File: src/rtl/riscv_pkg.sv
// Shared fetch-path definitions: instruction constants, memory defaults and
// the fetch FSM state and buffer entry types.
package riscv_pkg;

   localparam logic [31:0] NOP_INSTR     = 32'h0000_0013;
   localparam int unsigned DEF_MEM_BYTES = 4096;
   localparam logic [31:0] DEF_RESET_PC  = 32'h0000_0000;

   typedef enum logic {
      RUN   = 1'b0,
      FAULT = 1'b1
   } fetch_state_t;

   typedef struct packed {
      logic [31:0] pc;
      logic [31:0] instr;
   } fetch_entry_t;

endpackage

File: src/rtl/fetch_fifo.sv
// Two-entry {pc, instr} buffer between fetch and decode. The head is a register
// and reads back as 0/NOP while the buffer is empty.
module fetch_fifo
   import riscv_pkg::*;
(
   input  logic         clk,
   input  logic         reset,
   input  logic         i_push,
   input  fetch_entry_t i_din,
   input  logic         i_pop,
   input  logic         i_flush,
   output logic         o_valid,
   output logic [31:0]  o_pc,
   output logic [31:0]  o_instr,
   output logic [1:0]   o_count
);

   logic [1:0]   r_count;
   fetch_entry_t r_head;
   fetch_entry_t r_tail;

   always_ff @(posedge clk) begin
      if (reset) begin
         r_count <= 2'd0;
      end else if (i_flush) begin
         r_count <= 2'd0;
      end else if (i_push && !i_pop) begin
         r_count <= r_count + 2'd1;
      end else if (!i_push && i_pop) begin
         r_count <= r_count - 2'd1;
      end
   end

   // Payload registers carry no reset; r_count alone decides what is visible.
   always_ff @(posedge clk) begin
      if (i_push && ((r_count == 2'd0) || ((r_count == 2'd1) && i_pop))) begin
         r_head <= i_din;
      end else if (i_pop) begin
         r_head <= r_tail;
      end
      if (i_push) begin
         r_tail <= i_din;
      end
   end

   assign o_valid = (r_count != 2'd0);
   assign o_pc    = o_valid ? r_head.pc    : 32'h0000_0000;
   assign o_instr = o_valid ? r_head.instr : NOP_INSTR;
   assign o_count = r_count;

endmodule

File: src/rtl/inst_fetch.sv
// Instruction fetch unit: owns the PC, reads inst_mem combinationally and feeds
// decode through a 2-entry buffer, trapping into FAULT on any invalid fetch address.
module inst_fetch
   import riscv_pkg::*;
#(
   parameter logic [31:0] RESET_PC  = DEF_RESET_PC,
   parameter int unsigned MEM_BYTES = DEF_MEM_BYTES
) (
   input  logic        clk,
   input  logic        reset,
   output logic [31:0] PC,
   input  logic [31:0] Instruction_Code,
   input  logic        redirect_valid,
   input  logic [31:0] redirect_pc,
   output logic        out_valid,
   input  logic        out_ready,
   output logic [31:0] out_instr,
   output logic [31:0] out_pc,
   output logic        fetch_fault
);

   localparam logic [31:0] LP_MEM_LIMIT = 32'(MEM_BYTES);

   fetch_state_t r_state;
   fetch_state_t w_state_nxt;
   logic [31:0]  r_pc;
   logic [31:0]  w_pc_nxt;
   logic [31:0]  w_pc_inc;
   logic [1:0]   w_count;
   logic         w_pop;
   logic         w_space;
   logic         w_fetch;
   fetch_entry_t w_entry;

   // Word aligned and inside the memory; bit 31 set is simply out of range.
   function automatic logic addr_ok(input logic [31:0] addr);
      return (addr[1:0] == 2'b00) && (addr < LP_MEM_LIMIT);
   endfunction

   assign w_pop    = out_valid && out_ready;
   assign w_space  = (w_count != 2'd2) || w_pop;
   assign w_fetch  = (r_state == RUN) && w_space && !redirect_valid;
   assign w_pc_inc = r_pc + 32'd4;
   assign w_entry  = '{pc: r_pc, instr: Instruction_Code};

   always_comb begin
      w_state_nxt = r_state;
      w_pc_nxt    = r_pc;
      if (redirect_valid) begin
         w_pc_nxt    = redirect_pc;
         w_state_nxt = addr_ok(redirect_pc) ? RUN : FAULT;
      end else if (w_fetch) begin
         w_pc_nxt = w_pc_inc;
         if (!addr_ok(w_pc_inc)) begin
            w_state_nxt = FAULT;
         end
      end
   end

   always_ff @(posedge clk) begin
      if (reset) begin
         r_state <= RUN;
         r_pc    <= RESET_PC;
      end else begin
         r_state <= w_state_nxt;
         r_pc    <= w_pc_nxt;
      end
   end

   fetch_fifo u_fifo (
      .clk     (clk),
      .reset   (reset),
      .i_push  (w_fetch),
      .i_din   (w_entry),
      .i_pop   (w_pop),
      .i_flush (redirect_valid),
      .o_valid (out_valid),
      .o_pc    (out_pc),
      .o_instr (out_instr),
      .o_count (w_count)
   );

   assign PC          = r_pc;
   assign fetch_fault = (r_state == FAULT);

endmodule

File: config.mk
export PLATFORM = sky130hd
export DESIGN_NAME = inst_fetch
export DESIGN_NICKNAME = d
export VERILOG_FILES = /design/src/rtl/riscv_pkg.sv /design/src/rtl/fetch_fifo.sv /design/src/rtl/inst_fetch.sv
export SDC_FILE = /design/constraint.sdc
export NUM_CORES = 1
export LEC_CHECK = 0
export BUFFER_PORTS_ARGS = -buffer_cell sky130_fd_sc_hd__buf_4
export CAP_MARGIN = 20
export CORE_MARGIN = 1
export CORE_UTILIZATION = 54
export CTS_CLUSTER_SIZE = 24
export DETAILED_ROUTE_END_ITERATION = 8
export PLACE_DENSITY = 0.81
export SYNTH_ARGS = -nofsm -noshare
export SYNTH_HDL_FRONTEND = slang
export SYNTH_SLANG_ARGS = --single-unit
File: constraint.sdc
create_clock -name clk -period 5.6 [get_ports clk]
set_input_delay 0.56 -clock clk [delete_from_list [all_inputs] [get_ports clk]]
set_output_delay 0.56 -clock clk [all_outputs]
set_load 0.02 [all_outputs]
# Word-level counts from Yosys, hierarchy flattened
# Index checks and enable logic that the tools add are counted.
# classes
addsub	3
n_lt_le_gt_ge	2
eq_ne	3
muxes	12
n_bitwise	1
reduce_logical	23
# ops
operator	count
$mux 32	4
$mux 64	2
$lt 32x13->1 const B	2
$add 32x3->32 const B	1
$logic_and 1x1->1	9
$reduce_bool 2->1	4
$logic_not 2->1	3
$mux 1	4
$mux 2	2
$ne 2x2->1 const B	2
$logic_not 1->1	3
$add 2x1->2 const B	1
$eq 2x1->1 const B	1
$logic_or 1x1->1	2
$reduce_and 2->1	1
$reduce_or 2->1	1
$sub 2x1->2 const B	1
$not 1->1	1
# word_totals
register_bits	163
inputBits	68
output_inout_bits	98

# Logic depth before layout (Yosys ltp)
# Gate-level depths: netlist (run 1).
# depth
ltp_word	9
mapped_depth	11
depth_no_buf	10

# Hierarchy
# A second synthesis (run 1) with hierarchy kept.
# hier_totals
cells_unflattened	737
area_unflattened_um2	8438.1
# modules_own_cells
module	n_inst	cells_per_inst	area_each_um2
fetch_fifo	1	437	6147.1
inst_fetch	1	300	2290.9

# Worst setup path after synthesis (run 1)
# Ideal clock, no wire load.
# synth_timing
kind	register to register
start	register u_fifo.r_count[0], in the netlist u_fifo.o_count[0]
end	register u_fifo.r_count[0], in the netlist u_fifo.o_count[0]
setup_ps	78
arrival_time_ps	4767
setup_slack_ps	755
stages_incl_launch_ff	10
path_buffers	1
cell_sequence	dfxtp_1 -> inv_1 -> ha_1 -> nand2b_1 -> buf_2 -> a21o_1 -> nor2_1 -> ha_1 -> xor2_1 -> nor3_1
# synth_via
elab_chain_cells	8
elab_cells_between_ends	15
cone_classes	2 x add/sub; 1 x eq/ne; 2 x mux; 10 x reduce/logical
# synth_rtl
item	line_no	rtl
from (decl)	fetch_fifo.sv:18	logic [1:0] r_count;
from (signal assigned)	fetch_fifo.sv:28	r_count <= r_count + 2'd1;
from (signal assigned)	fetch_fifo.sv:30	r_count <= r_count - 2'd1;
$reduce_bool 2->1	fetch_fifo.sv:46	assign o_valid = (r_count != 2'd0);
$logic_and 1x1->1	inst_fetch.sv:40	assign w_pop = out_valid && out_ready;
$logic_or 1x1->1 (*)	inst_fetch.sv:41	assign w_space = (w_count != 2'd2) || w_pop;
$logic_and 1x1->1 (*) (2 in a row)	inst_fetch.sv:42	assign w_fetch = (r_state == RUN) && w_space && !redirect_valid;
named net u_fifo.i_push	fetch_fifo.sv:8	input logic i_push,
$logic_not 1->1	fetch_fifo.sv:29	end else if (!i_push && i_pop) begin
$logic_and 1x1->1	fetch_fifo.sv:29	
$reduce_bool 2->1 (no line)	--	
# The timed path passes the listed nets; every way through them passes the cells marked *. The select of a mux whose other input is x is not followed.
# A chain may end at the register's enable or synchronous reset.

# Final worst setup path (run 1)
# layout_timing
start	register u_fifo.r_count[0], in the netlist u_fifo.o_count[0]
end	register u_fifo.r_head[48] in the netlist's numbering (data pin)
# layout_via
elab_chain_cells	7
elab_cells_between_ends	12
cone_classes	2 x eq/ne; 1 x mux; 9 x reduce/logical
# layout_rtl
item	line_no	rtl
$reduce_bool 2->1	fetch_fifo.sv:46	
$logic_and 1x1->1	inst_fetch.sv:40	
$logic_or 1x1->1	inst_fetch.sv:41	
$logic_and 1x1->1 (2 in a row)	inst_fetch.sv:42	
$logic_and 1x1->1 (*)	fetch_fifo.sv:36	if (i_push && ((r_count == 2'd0) || ((r_count == 2'd1) && i_pop))) begin
$mux 64 (*)	fetch_fifo.sv:36	
to (signal assigned)	fetch_fifo.sv:37	r_head <= i_din;
to (signal assigned)	fetch_fifo.sv:39	r_head <= r_tail;
to (decl)	fetch_fifo.sv:19	fetch_entry_t r_head;
# Mark *: on every way between the ends. The rest lies on a longest branch, timed or not.

==> qor.txt, run 1 <==
Sequential area share after synthesis: 0.608
Rows: 42
CTS H-Tree Depth: 4
PD cells: 319 nW/um^2
Commonest cells after routing, fill and taps aside: 170 x buf_4, 128 x edfxtp_1, 64 x mux2_2, 61 x nor2b_1, 42 x nor2_1
Maxcap violations: 0
Slowest cell on crit path: buf_4
Post-route cell area: 9360 sq um
Final ANT Viol Nets: 0
WS Path Type: flop to flop
Hold Fails Final Rpt: 0
CTS resizes: 0
Die width: 120 um
Clk_skew: 0.00614 ns
Internal Dissipation: 2.25 mW
Slew Limit Fails: 0
Setup tns final: 0 ns
RSZ-0062 raised after global routing: false
Worst path cell trace: inv_1 -> ha_2 -> buf_4 -> nand2b_1 -> a21o_1 -> nor3_2 -> buf_4 -> mux2_2
Slew headroom: 0.393
Largest net degree at the start of global routing: 68
Pre-CTS WS: 2.24 ns
Critical path peak fanout: 67
Worst hold margin: 0.319 ns
Hpwl dp: 11.2 mm
Final Cycle Share: 0.590
Clock transition at path regs: 0.06 ns
First-pass GRT wire length: 26.5 mm
DIE HEIGHT: 120 um
# IOs: 166
CP max stage delay: 0.67 ns
F_max: 303 MHz
Tot GR Track Use: 0.243
Routed vias: 5158
Worst-case clock buffer depth: 2
Sequential fraction of design power: 0.494
Core Area: 13400 sq um
Final setup vio count: 0
Vias in the first global route: 5140
Post-CTS setup buffer count: 0
CP Capture Type: flop
Status: completed
Area contributors post-synth: edfxtp_1 51%, mux2_2 9.6%, dfxtp_1 9.4%
Synth Area per Inst: 12.7 sq um
Dominant synthesized flop cell: edfxtp_1
Tmin final: 3.31 ns
Routed len/inst: 18.1 um
FF+latch count, synth: 163
Yosys warns: 0
Drt total wl: 16.8 mm
Cell taking the most area after synthesis: edfxtp_1
Crit path setup slack, layout: 2.29 ns
Port Buffers: 165
Most frequent cell on the critical path: buf_4
Critical Path Start Type: flop
Antenna diodes: 0
Syn Inst Count: 590
Leak Pwr: 3.52 nW
Detailed router's first-iteration violation count: 377
Clock sinks: 163
Synth unique cells: 44
CTS tree: built
Switching part of the total: 0.246
Nets: 810
Syn nets: 663
DR DRC count: 0
Post-synth top area share: 0.514
Starting Density: 0.558
Initial antenna violation count: 0
Area grow syn2layout: 25.1%
Layout cells sized above 1: 0.366
Number of buffers created by CTS: 17
Commonest non-fill, non-tap cell in the layout: buf_4
Worst vdd ir: 0.194 mV
Worst slew pin tran: 0.911 ns
Vias/cell: 5.58
Placed cell areas: 8810 sq um
Switching Power: 732 uW
Clock power share: 0.367
DIE AREA: 14300 sq um
Root buf cell: clkbuf_16
Combinational share of power: 0.139
Hold_buf cts: 0
1st-pass router iterations: 5
Post-synthesis cell area: 7480 sq um
FFs w/ async S/R, synth: 0
Min-delay worst type: input pin to flop
Worst Path Required: 5.77 ns
Clk_lat worst skew: 0.42 ns
Final GP Congestion: 0.886
Post-synth EDFFs: 128
Grt ovf: 0
Arrival time worst endpoint: 3.48 ns
cell type report:
| cell class | count | area, sq um |
|---|---|---|
| Inverter | 8 | 30.0 |
| Timing Repair Buffer | 170 | 1280 |
| Sequential cell | 163 | 4540 |
| Fill cell | 987 | 4040 |
| Clock buffer | 20 | 437 |
| Multi-Input combinational cell | 377 | 2740 |
| Clock inverter | 11 | 111 |
| Tap cell | 176 | 220 |
synthesized netlist by cell type, types with 2 or more instances:
| library cell | count |
|---|---|
| a21oi_1 | 13 |
| buf_4 | 2 |
| nand4_1 | 11 |
| clkbuf_1 | 19 |
| a211oi_1 | 15 |
| edfxtp_1 | 128 |
| o21ai_0 | 7 |
| nand2b_1 | 2 |
| xor2_1 | 12 |
| nand3_1 | 16 |
| and3_1 | 6 |
| nand4_4 | 2 |
| buf_1 | 2 |
| nand2_1 | 30 |
| or3_1 | 5 |
| buf_2 | 18 |
| nor4_1 | 8 |
| xnor2_1 | 23 |
| a31oi_1 | 3 |
| mux2_2 | 64 |
| dfxtp_1 | 35 |
| or2_2 | 4 |
| nor3_1 | 13 |
| ha_1 | 5 |
| inv_1 | 7 |
| and2_1 | 4 |
| mux2i_1 | 11 |
| nand4_2 | 2 |
| a311oi_1 | 6 |
| nor2b_1 | 61 |
| nor2_1 | 43 |
final timing paths:
| check | slack (ns) | startpoint | to | cells after the start |
|---|---|---|---|---|
| worst max-delay path | 2.29 | u_fifo.o_count[0]$_SDFFE_PP0P_ | u_fifo.r_head[48]$_DFFE_PP_ | 8 |
| worst min register to register | 0.53 | PC[0]$_SDFFE_PP0P_ | u_fifo.r_tail[32]$_DFFE_PP_ | 0 |
| worst max register to register | 2.29 | u_fifo.o_count[0]$_SDFFE_PP0P_ | u_fifo.r_head[48]$_DFFE_PP_ | 8 |
| worst min-delay path | 0.32 | Instruction_Code[2] | u_fifo.r_tail[2]$_DFFE_PP_ | 1 |
state kept, by name (all words and copies together), names as in the netlist:
name,count
u_fifo.r_head,64
u_fifo.r_tail,64
PC,32
u_fifo.o_count,2
fetch_fault,1
worst max-delay path, delay by kind of cell (launching register included):
| family | cells | cell delay, ns |
|---|---|---|
| AOI/OAI and AO/OA | 1 | 0.37 |
| muxes | 1 | 0.42 |
| adders and majority gates | 1 | 0.17 |
| DFF | 1 | 0.37 |
| buffers and inverters | 3 | 1.04 |
| and+or+nand+nor | 2 | 0.60 |
stage by stage:
step | power [mW] | instances | utilization
after floorplan | 1.74 | 590 | -
after global placement | 1.90 | 894 | 0.657
after detailed placement | 1.91 | 894 | 0.657
after CTS | 3.00 | 925 | 0.698
after global routing | 3.09 | 925 | 0.698
final | 2.98 | 925 | 0.698
kinds of logic after synthesis:
| kind of cell | count (synthesis) | synth area share |
|---|---|---|
| buf+inv | 50 | 0.0293 |
| simple gates | 214 | 0.160 |
| flops | 163 | 0.608 |
| xor+xnor | 35 | 0.0410 |
| compound gates | 48 | 0.0423 |
| mux | 75 | 0.111 |
| fa+ha+maj | 5 | 0.00836 |
routing by layer:
| metal | GRT usage | part of all wire | vias up |
|---|---|---|---|
| met4 | 0.0883 | 0.014 | 0 |
| li1 | - | - | 2439 |
| met3 | 0.0661 | 0.070 | 25 |
| met1 | 0.318 | 0.43 | 2482 |
| met5 | 0 | 0 | - |
| met2 | 0.389 | 0.49 | 212 |
power groups by stage:
stage	sequential (mW)	combinational (mW)	clock [mW]
after floorplan	1.49	0.250	0
after global placement	1.49	0.405	0
after detailed placement	1.50	0.417	0
after CTS	1.47	0.418	1.11
after global routing	1.48	0.444	1.16
final	1.47	0.413	1.10
Power figures use the tool's default switching activity.
==> run 2, diff against run 1 <==
--- a/config.mk
+++ b/config.mk
@@ -8,10 +8,10 @@
 export BUFFER_PORTS_ARGS = -buffer_cell sky130_fd_sc_hd__buf_4
 export CAP_MARGIN = 20
 export CORE_MARGIN = 1
-export CORE_UTILIZATION = 54
+export CORE_UTILIZATION = 49
 export CTS_CLUSTER_SIZE = 24
 export DETAILED_ROUTE_END_ITERATION = 8
-export PLACE_DENSITY = 0.81
+export PLACE_DENSITY = 0.77
 export SYNTH_ARGS = -nofsm -noshare
 export SYNTH_HDL_FRONTEND = slang
 export SYNTH_SLANG_ARGS = --single-unit
==> constraint.sdc (replaced) <==
create_clock -name clk -period 2.9 [get_ports clk]
set_input_delay 0.29 -clock clk [delete_from_list [all_inputs] [get_ports clk]]
set_output_delay 0.29 -clock clk [all_outputs]
set_load 0.02 [all_outputs]
==> run 2 against run 1 <==
Hold slack got worse by 0.27 ns. Largest cell class unchanged. The flow now finishes with violations (DRC). Critical path type unchanged. Clock-buffer cell count unchanged. Sequential power increased by 94%. Non-clock buffer count up 4.
==> qor.txt, run 2 (same netlist as run 1, synthesis figures left out) <==
Status: finished, violations left
Violated checks: DRC
Hold_buf cts: 0
Tmin final: 2.65 ns
Tot Pwr: 5.99 mW
Worst hold margin: 0.0463 ns
Largest net degree at the start of global routing: 66
Slew Limit Fails: 0
Placed cell areas: 8910 sq um
Commonest cells after routing, fill and taps aside: 171 x buf_4, 128 x edfxtp_1, 64 x mux2_2, 61 x nor2b_1, 42 x nor2_1
# IOs: 166
Layout cells sized above 1: 0.383
Clock sinks: 163
F_max: 378 MHz
Min-delay worst type: input pin to flop
Clk_lat worst skew: 0.43 ns
Hold Fails Final Rpt: 0
Arrival time worst endpoint: 2.93 ns
Routed len/inst: 19.1 um
Detailed router's first-iteration violation count: 496
PD cells: 629 nW/um^2
DR DRC count: 17
Post-CTS setup buffer count: 0
Core Area: 14700 sq um
Starting Density: 0.509
Post-route insts no fill: 938
DIE AREA: 15800 sq um
Drt total wl: 18.0 mm
CTS resizes: 0
Vias/cell: 5.62
Slew headroom: 0.479
Leak Pwr: 3.60 nW
Worst Path Required: 3.18 ns
Tot GR Track Use: 0.235
Grt ovf: 0
Clock transition at path regs: 0.06 ns
Dpl cells: 906
End-of-flow core utilization: 0.648
Worst vdd ir: 0.421 mV
Commonest non-fill, non-tap cell in the layout: buf_4
Initial antenna violation count: 0
Hpwl dp: 12.0 mm
DIE HEIGHT: 126 um
Final ANT Viol Nets: 0
Maxcap violations: 0
Critical Path Start Type: flop
WS Path Type: flop to flop
Worst-case clock buffer depth: 2
Final Cycle Share: 0.913
RSZ-0062 raised after global routing: false
Final GP Congestion: 0.857
CTS H-Tree Depth: 4
First-pass GRT wire length: 28.2 mm
Critical path peak fanout: 8
Rows: 44
Vias in the first global route: 5162
Area grow syn2layout: 27.2%
CTS tree: built
Worst slew pin tran: 0.775 ns
Number of buffers created by CTS: 17
Antenna diodes: 0
Clk_skew: 0.00520 ns
Final setup vio count: 0
CP Capture Type: flop
Port Buffers: 165
Routed vias: 5271
Post-route cell area: 9520 sq um
Die width: 126 um
Nets: 814
Root buf cell: clkbuf_16
1st-pass router iterations: 9
==> run 2: layout make-up <==
| type | count | area [sq um] |
|---|---|---|
| well taps | 184 | 230 |
| clock inverters | 12 | 155 |
| clock buffers | 20 | 457 |
| flip-flops and latches | 163 | 4550 |
| multi-input cells | 377 | 2760 |
| fillers | 1113 | 5180 |
| repair buffers | 174 | 1340 |
| inverters | 8 | 30.0 |
==> run 2: through the flow <==
stage | setup slack [ns] | TNS, ns
final | 0.252 | 0
after global routing | 0.113 | 0
after CTS | 0.271 | 0
after detailed placement | 0.319 | 0
after global placement | 0.305 | 0
after floorplan | -0.00735 | -0.00735
==> run 2: path summary, 6_finish.rpt <==
path / from / to / slack [ns] / cells after the start
max: PC[3]$_SDFFE_PP0P_ / fetch_fault$_SDFFE_PP0P_ / 0.25 / 7
min: Instruction_Code[2] / u_fifo.r_tail[2]$_DFFE_PP_ / 0.05 / 1
max reg2reg: PC[3]$_SDFFE_PP0P_ / fetch_fault$_SDFFE_PP0P_ / 0.25 / 7
min reg2reg: PC[0]$_SDFFE_PP0P_ / u_fifo.r_tail[32]$_DFFE_PP_ / 0.54 / 0
==> run 2: power breakdown <==
part | total (mW) | switching [mW] | leakage [nW] | internal, mW
registers | 2.85 | 0.114 | 1.50 | 2.73
clock network | 2.31 | 0.910 | 0.296 | 1.40
logic | 0.834 | 0.453 | 1.80 | 0.381
total | 5.99 | 1.48 | 3.60 | 4.51
==> run 2: worst max-delay path, cell delays in order (launching register included) <==
cell,delay (ns)
dfxtp_1,0.51
ha_1,0.34
nand3_1,0.10
nor3_1,0.66
and3_1,0.27
mux2i_1,0.10
nor4_1,0.37
a41oi_1,0.16
==> run 2: metal layers <==
| layer | up-vias | part of all wire | GRT usage |
|---|---|---|---|
| li1 | 2433 | - | - |
| met1 | 2566 | 0.44 | 0.321 |
| met2 | 237 | 0.47 | 0.365 |
| met3 | 35 | 0.068 | 0.0522 |
| met4 | 0 | 0.021 | 0.0954 |
| met5 | - | 0 | 0 |
==> run 3, diff against run 2 <==
==> constraint.sdc (replaced) <==
create_clock -name clk -period 2.9 [get_ports clk]
set_input_delay 0.725 -clock clk [delete_from_list [all_inputs] [get_ports clk]]
set_output_delay 0.725 -clock clk [all_outputs]
set_load 0.02 [all_outputs]
==> run 3 against run 2 <==
The run still ends with DRC left. Cell area rose by 0.11%. Maximum frequency is 3.8% lower. Utilization is 0.068 points higher. Hold slack better by 0.44 ns. Critical path depth fell by 1. Combinational power grew 1%. Clock-buffer cell count increased by 9. Register-to-register slack better by 0.14 ns. Global-route usage down 1.0 points. Critical endpoint is now out_pc[18]. Largest cell class unchanged.
==> qor.txt, run 3 (same netlist as run 1, synthesis figures left out) <==
CTS H-Tree Depth: 4
Worst-case clock buffer depth: 2
Worst Path Required: 2.17 ns
Final setup vio count: 0
GR Layer Usage met1: 0.312
Clock transition at path regs: 0.06 ns
Initial antenna violation count: 0
Rows: 44
Final Cycle Share: 0.949
Slew Limit Fails: 0
Status: finished, violations left
Detailed router's first-iteration violation count: 511
Grt ovf: 0
DR DRC count: 14
CP Capture Type: primary output
Hpwl dp: 11.9 mm
Antenna diodes: 0
Tot GR Track Use: 0.225
Filler Cells Inserted: 1123
Number of buffers created by CTS: 17
Layout cells sized above 1: 0.378
Vias/cell: 5.49
CTS tree: built
Core Area: 14700 sq um
DIE AREA: 15800 sq um
Starting Density: 0.509
Final GP Congestion: 0.892
Clock sinks: 163
Gr busiest metal: met2
Critical Path Source: u_fifo.o_count[0]$_SDFFE_PP0P_
PD cells: 605 nW/um^2
WS Path Type: flop to primary output
Clk_skew: 0.00617 ns
Area grow syn2layout: 27.4%
DIE HEIGHT: 126 um
CP max stage delay: 0.38 ns
Worst vdd ir: 0.424 mV
RSZ-0062 raised after global routing: false
Root buf cell: clkbuf_16
Clk_lat worst skew: 0.42 ns
Worst path cell trace: inv_1 -> ha_2 -> buf_4 -> buf_6 -> nor2b_1 -> buf_4
Worst slew pin tran: 0.667 ns
Commonest non-fill, non-tap cell in the layout: buf_4
Violated checks: DRC
Hold Fails Final Rpt: 0
Setup tns final: 0 ns
Min-delay worst type: input pin to flop
Arrival time worst endpoint: 2.03 ns
1st-pass router iterations: 9
F_max: 363 MHz
Tmin final: 2.75 ns
Post-CTS setup buffer count: 0
Buf+Inv Stages, Crit Path: 4
Die width: 126 um
Drt total wl: 17.1 mm
Tot Pwr: 5.76 mW
Slowest cell on crit path: buf_4
Critical path peak fanout: 37
Reg2reg start: PC[3]$_SDFFE_PP0P_
Most frequent cell on the critical path: buf_4
Commonest cells after routing, fill and taps aside: 176 x buf_4, 128 x edfxtp_1, 64 x mux2_2, 61 x nor2b_1, 42 x nor2_1
End-of-flow core utilization: 0.648
Port Buffers: 165
Met2 Use GR: 0.350
Routed len/inst: 18.1 um
Hold_buf cts: 0
Slew headroom: 0.553
Grt met3 use: 0.0458
Family with the most delay on the worst path: buffers and inverters
Nets: 821
Critical Path Start Type: flop
Routed vias: 5192
Vias in the first global route: 5122
CTS resizes: 0
Maxcap violations: 0
HP Start: Instruction_Code[3]
# IOs: 166
Leak Pwr: 3.60 nW
First-pass GRT wire length: 27.4 mm
Largest net degree at the start of global routing: 48
Final ANT Viol Nets: 0
==> run 3: cell type report <==
| type | instances | area [sq um] | share of cell area |
|---|---|---|---|
| sequential | 163 | 4540 | 0.477 |
| multi-input combinational | 377 | 2760 | 0.290 |
| timing repair buffer | 181 | 1410 | 0.148 |
| clock buffer | 29 | 532 | 0.0558 |
| tap | 184 | 230 | 0.0242 |
| inverter | 8 | 30.0 | 0.00315 |
| clock inverter | 3 | 20.0 | 0.00210 |
==> run 3: routing by layer <==
metal / vias to the layer above / share of wire / wire [um]
met1: 2480 / 0.44 / 7570
met5: - / 0 / 0
li1: 2454 / - / -
met4: 0 / 0.020 / 337
met2: 223 / 0.47 / 7990
met3: 35 / 0.069 / 1180
==> run 3: worst paths after layout <==
| kind | end | slack, ns | cells after the start |
|---|---|---|---|
| setup / recovery | out_pc[18] | 0.15 | 6 |
| hold / removal | u_fifo.r_tail[3]$_DFFE_PP_ | 0.49 | 1 |
| setup reg to reg | fetch_fault$_SDFFE_PP0P_ | 0.39 | 7 |
| hold reg to reg | u_fifo.r_tail[33]$_DFFE_PP_ | 0.53 | 0 |
==> run 3: per-stage QoR <==
stage               cells  setup WS (ns)  hold WS (ns)  instance area (sq um)
finish                945          0.148         0.489                   9530
global route          945         0.0249         0.473                   9530
CTS                   945         0.0126         0.474                   9520
detailed placement    913          0.322         0.523                   8970
global placement      913          0.357         0.511                   8970
floorplan             590         0.0333         0.521                   7520
==> run 3: report_power, final <==
part / internal [mW] / switching (mW)
clock network: 1.24 / 0.837
registers: 2.73 / 0.110
logic: 0.393 / 0.452
total: 4.36 / 1.40
